$ cat config.mk
export PLATFORM = sky130hd
export DESIGN_NAME = data_receiver
export DESIGN_NICKNAME = d
export VERILOG_FILES = /design/src/rtl/data_receiver.sv
export SDC_FILE = /design/constraint.sdc
export NUM_CORES = 1
export LEC_CHECK = 0
export ABC_AREA = 1
export BUFFER_PORTS_ARGS = -buffer_cell sky130_fd_sc_hd__buf_2
export CAP_MARGIN = 20
export CORE_MARGIN = 2
export CORE_UTILIZATION = 55
export DETAILED_ROUTE_END_ITERATION = 6
export PLACE_DENSITY_LB_ADDON = 0.08
export SETUP_SLACK_MARGIN = 0.5
export SLEW_MARGIN = 20
export SYNTH_ARGS = -nofsm -noshare
export SYNTH_HDL_FRONTEND = slang
export SYNTH_SLANG_ARGS = --single-unit
export TNS_END_PERCENT = 30
$ cat constraint.sdc
create_clock -name clk_i -period 1.8 [get_ports clk_i]
set_input_delay 0.27 -clock clk_i [delete_from_list [all_inputs] [get_ports clk_i]]
set_output_delay 0.27 -clock clk_i [all_outputs]
set_load 0.005 [all_outputs]
$ cat src/rtl/data_receiver.sv
// Byte-to-word deserializer: packs BYTES_PER_WORD bytes (MSB first) into a word,
// strobes it out for one cycle and drops partial words on idle timeout or flush.
module data_receiver #(
  parameter int BYTE_WIDTH     = 8,
  parameter int BYTES_PER_WORD = 4,
  parameter int TIMEOUT_CYCLES = 1000,
  parameter int COUNT_WIDTH    = 16
) (
  input  logic                                 clk_i,
  input  logic                                 rst_n_i,
  input  logic [BYTE_WIDTH-1:0]                in_data_i,
  input  logic                                 in_data_ready_i,
  input  logic                                 flush_i,
  output logic [BYTE_WIDTH*BYTES_PER_WORD-1:0] out_data_o,
  output logic                                 out_data_ready_o,
  output logic                                 busy_o,
  output logic                                 frame_error_o,
  output logic [COUNT_WIDTH-1:0]               word_count_o
);

  // state   | meaning
  // IDLE    | no partial word held, idle timer frozen at 0
  // COLLECT | 1..BYTES_PER_WORD-1 bytes held, idle timer running

  localparam int WORD_W = BYTE_WIDTH * BYTES_PER_WORD;
  localparam int LOW_W  = WORD_W - BYTE_WIDTH;
  localparam int CNT_W  = $clog2(BYTES_PER_WORD);
  localparam int TMR_W  = (TIMEOUT_CYCLES > 0) ? $clog2(TIMEOUT_CYCLES + 1) : 1;
  localparam bit TIMEOUT_EN = (TIMEOUT_CYCLES > 0);
  localparam logic [CNT_W-1:0] CNT_LAST = CNT_W'(BYTES_PER_WORD - 1);
  // Expiry is detected one count early so a strobe on that edge can still win.
  localparam logic [TMR_W-1:0] TMR_LAST = TMR_W'((TIMEOUT_CYCLES > 0) ? TIMEOUT_CYCLES - 1 : 0);

  typedef enum logic {IDLE, COLLECT} state_t;

  state_t                   state_q, state_d;
  logic [WORD_W-1:0]        shift_q, shift_d;
  logic [CNT_W-1:0]         cnt_q, cnt_d;
  logic [TMR_W-1:0]         tmr_q, tmr_d;
  logic [WORD_W-1:0]        out_q, out_d;
  logic                     rdy_q, rdy_d;
  logic                     ferr_q, ferr_d;
  logic [COUNT_WIDTH-1:0]   wc_q, wc_d;
  logic [WORD_W-1:0]        shifted;

  assign shifted = {shift_q[LOW_W-1:0], in_data_i};

  always_ff @(posedge clk_i or negedge rst_n_i) begin
    if (!rst_n_i) begin
      state_q <= IDLE;
      shift_q <= '0;
      cnt_q   <= '0;
      tmr_q   <= '0;
      out_q   <= '0;
      rdy_q   <= 1'b0;
      ferr_q  <= 1'b0;
      wc_q    <= '0;
    end else begin
      state_q <= state_d;
      shift_q <= shift_d;
      cnt_q   <= cnt_d;
      tmr_q   <= tmr_d;
      out_q   <= out_d;
      rdy_q   <= rdy_d;
      ferr_q  <= ferr_d;
      wc_q    <= wc_d;
    end
  end

  always_comb begin
    state_d = state_q;
    shift_d = shift_q;
    cnt_d   = cnt_q;
    tmr_d   = tmr_q;
    out_d   = out_q;
    rdy_d   = 1'b0;
    ferr_d  = 1'b0;
    wc_d    = wc_q;

    if (flush_i) begin
      if (state_q == COLLECT) begin
        state_d = IDLE;
        shift_d = '0;
        cnt_d   = '0;
        tmr_d   = '0;
      end
    end else if (in_data_ready_i) begin
      shift_d = shifted;
      tmr_d   = '0;
      if (cnt_q == CNT_LAST) begin
        state_d = IDLE;
        cnt_d   = '0;
        out_d   = shifted;
        rdy_d   = 1'b1;
        wc_d    = wc_q + 1'b1;
      end else begin
        state_d = COLLECT;
        cnt_d   = cnt_q + 1'b1;
      end
    end else if (state_q == COLLECT) begin
      if (TIMEOUT_EN && tmr_q == TMR_LAST) begin
        state_d = IDLE;
        shift_d = '0;
        cnt_d   = '0;
        tmr_d   = '0;
        ferr_d  = 1'b1;
      end else if (tmr_q != '1) begin
        tmr_d = tmr_q + 1'b1;
      end
    end
  end

  assign out_data_o       = out_q;
  assign out_data_ready_o = rdy_q;
  assign busy_o           = (state_q == COLLECT);
  assign frame_error_o    = ferr_q;
  assign word_count_o     = wc_q;

endmodule

==> impl_summary.txt <==
----------------------------------------------------
[Status]
  Status ... finished, final reports clean

[Cells and area]
  Most common cell after layout, fill and taps aside ... nand2_1
  Layout overhead on the synthesized area ... 23.0%
  Share of layout cells above drive strength 1 ... 28.8%
  Number of diodes ... 0
  Layout filler cell count ... 563
  Most frequent cells in the layout ... 125 x nand2_1, 85 x dfrtp_1, 61 x buf_2, 43 x inv_1, 41 x o21ai_0
  Net count of the finished layout ... 515

[Synthesis]
  Synth top area cells ... dfrtp_1 57%, nand2_1 13%, o21ai_0 6.2%
  Yosys cell types ... 30
  Number of synthesized register bits ... 87
  Mean post-synth cell area ... 9.15 sq um
  Area of the mapped netlist ... 3790 sq um
  Mapped Cells ... 414
  Number of nets in the synthesized netlist ... 429
  Synth warn ... 0
  Fraction of post-synthesis cell area in the top cell type by area ... 57.5%
  Area leader, netlist ... dfrtp_1
  Sequential cell area fraction in the yosys report ... 57.5%

[Die]
  Area of the core ... 6720 sq um
  Boundary pin count ... 63
  Die Width ... 87.0 um
  Effective utilization at floorplan ... 56.4%
  Area of the die ... 7570 sq um
  Die height ... 87.0 um
  Number of standard-cell rows in the floorplan ... 30

[Pwr]
  Power density relative to cell area ... 1110 nW/um^2
  Peak supply drop ... 1.05 mV
  Total power of the final layout ... 5.15 mW
  Leakage power figure ... 2.39 nW

[Drt]
  Antenna viol nets, final ... 0
  WL per Instance ... 13.5 um
  Vias after detailed routing ... 2936
  DRC violation count after routing ... 0
  Drt initial violations ... 212
  Post-DR vias/cell ... 5.03
  Final WL ... 7.89 mm
  Number of detailed-routing iterations run before antenna repair ... 4

[STA]
  Final number of hold-violating endpoints ... 0
  Normalized max-slew margin ... 68.8%
  Largest clock skew in the final design ... 0.0109 ns
  Sum of negative setup slack ... 0 ns
  Worst slew pin tran ... 0.468 ns
  Final count of negative-setup-slack endpoints ... 0
  Final period util ... 77.7%
  Final-layout worst hold slack ... 0.162 ns
  RSZ-0062 raised after global routing ... true
  Max Slew Vio Count ... 0
  Maximum operating frequency ... 715 MHz
  Minimum period implied by the final worst setup slack ... 1.40 ns

[Worst setup path]
  Largest fanout of any net on the critical path ... 4
  Count of cells along the worst register-to-register path ... 9
  Type of element capturing the critical path ... flip-flop
  Element type at the critical path start ... flip-flop
  CP Data Arrival Time ... 1.69 ns
  Required @ worst endpoint ... 2.09 ns
  R2R Setup Slk ... 0.40 ns
  Classification of the worst setup path ... flip-flop to flip-flop

[Clock tree]
  Htree depth ... 3
  Cts bufs inserted ... 9
  Max Buffers Root-to-Sink ... 2
  Root Driver ... clkbuf_8
  Number of sinks on the clock net ... 87
  Clock-pin slew reported for the worst setup and hold paths after clock tree synthesis ... 0.09 ns
  Skew-Pair Late Insertion Delay ... 0.35 ns
  CTS tree ... built

[Placed design]
  Quantity of I/O buffers inserted on ports ... 62
  DP Wirelength ... 4.94 mm
  Routability cong. ... 0.835

[Global routing]
  Aggregate global-route resource usage ... 22.5%
  Global-route wire length before repair ... 13.2 mm
  Largest net degree at the start of global routing ... 88
  Number of global-route vias before repair ... 2842
  Number of antenna violations at the first check in global routing ... 0
  Congestion Overflow GR ... 0

[Worst hold path]
  Worst min path class ... input pin to flip-flop
  Hold path cells ... 3

[Flow run]
  Number of max-capacitance violations reported ... 0

----------------------------------------------------
==> synthesized netlist by cell type (all sizes together) <==
library cell and instances:
o21ai 57, clkbuf 5, nand4 5, o21a 1, nand3 15, or2 2
nand2 137, nor2 29, nor4 1, inv 46, xor2 9, a21oi 1
buf 7, xnor2 6, ha 3, nor3 2, dfrtp 87, o22ai 1
==> kinds of logic (layout without fill, tap and decap cells) <==
kind of cell	Yosys count	count (layout)	share of synthesized area, %
fa+ha+maj	3	3	0.991
xor+xnor	15	15	3.47
buf+inv	58	147	6.61
flops	87	87	57.5
simple gates	191	192	23.0
compound gates	60	60	8.42
==> stage by stage <==
step / setup WS [ns] / util (%) / cell area [sq um] / cells
floorplan: 0.386 / - / 3810 / 414
global placement: 0.279 / 62.5 / 4200 / 549
detailed placement: 0.226 / 62.5 / 4200 / 549
CTS: 0.388 / 66.9 / 4490 / 574
global route: 0.300 / 69.3 / 4660 / 584
finish: 0.401 / 69.3 / 4660 / 584
==> worst max-delay path, stage by stage, from the launching register on <==
cell and delay (ns):
dfrtp_1 0.41, ha_4 0.18, nand2_4 0.10, nor2_4 0.05, nand3_4 0.11, nand2_8 0.10, buf_4 0.17, nor2_1 0.11
nand2_1 0.08, o21ai_2 0.05
==> worst paths after layout <==
kind                                                start                         to
worst max-delay path                 tmr_q[1]$_DFFE_PN0P_       tmr_q[5]$_DFFE_PN0P_
worst min-delay path                         in_data_i[1]     shift_q[1]$_DFFE_PN0P_
worst max register to register       tmr_q[1]$_DFFE_PN0P_       tmr_q[5]$_DFFE_PN0P_
worst min register to register  out_data_o[2]$_DFFE_PN0P_  out_data_o[2]$_DFFE_PN0P_
max in group asynchronous                         rst_n_i     shift_q[5]$_DFFE_PN0P_
min in group asynchronous                         rst_n_i       tmr_q[4]$_DFFE_PN0P_
==> per-layer routing <==
layer,part of all wire (%),vias up,GRT usage (%)
met5,0,-,0
met4,2.2,0,11.2
met3,3.5,15,3.60
met2,49,61,36.6
met1,45,1383,29.2
li1,-,1477,-
==> state kept, by name, summed over array words and instances (netlist names) <==
| name | cells |
|---|---|
| word_count_o | 16 |
| cnt_q | 2 |
| out_data_o | 32 |
| shift_q | 24 |
| frame_error_o | 1 |
| out_data_ready_o | 1 |
| busy_o | 1 |
| tmr_q | 10 |
==> final cells by class <==
class	instances	area, sq um	share of cell area, %
Inverter	46	180	3.87
Timing Repair Buffer	85	500	10.7
Clock inverter	5	60.1	1.29
Multi-Input combinational cell	270	1500	32.3
Sequential cell	87	2180	46.8
Timing Repair inverter	1	6.26	0.134
Tap cell	80	100	2.15
Clock buffer	10	128	2.74
==> repair_timing <==
item	CTS	global route
setup buffers	8	9
pin swaps	5	12
hold buffers	1	0
cloned	1	1
setup endpoints to repair	63	76
gates resized for setup	7	23
endpoints found under the hold margin	87	0
==> where the power goes <==
| part | switching (mW) | internal [mW] |
|---|---|---|
| clock network | 0.684 | 0.637 |
| registers | 0.271 | 2.39 |
| logic | 0.608 | 0.558 |
Power figures use the tool's default switching activity.
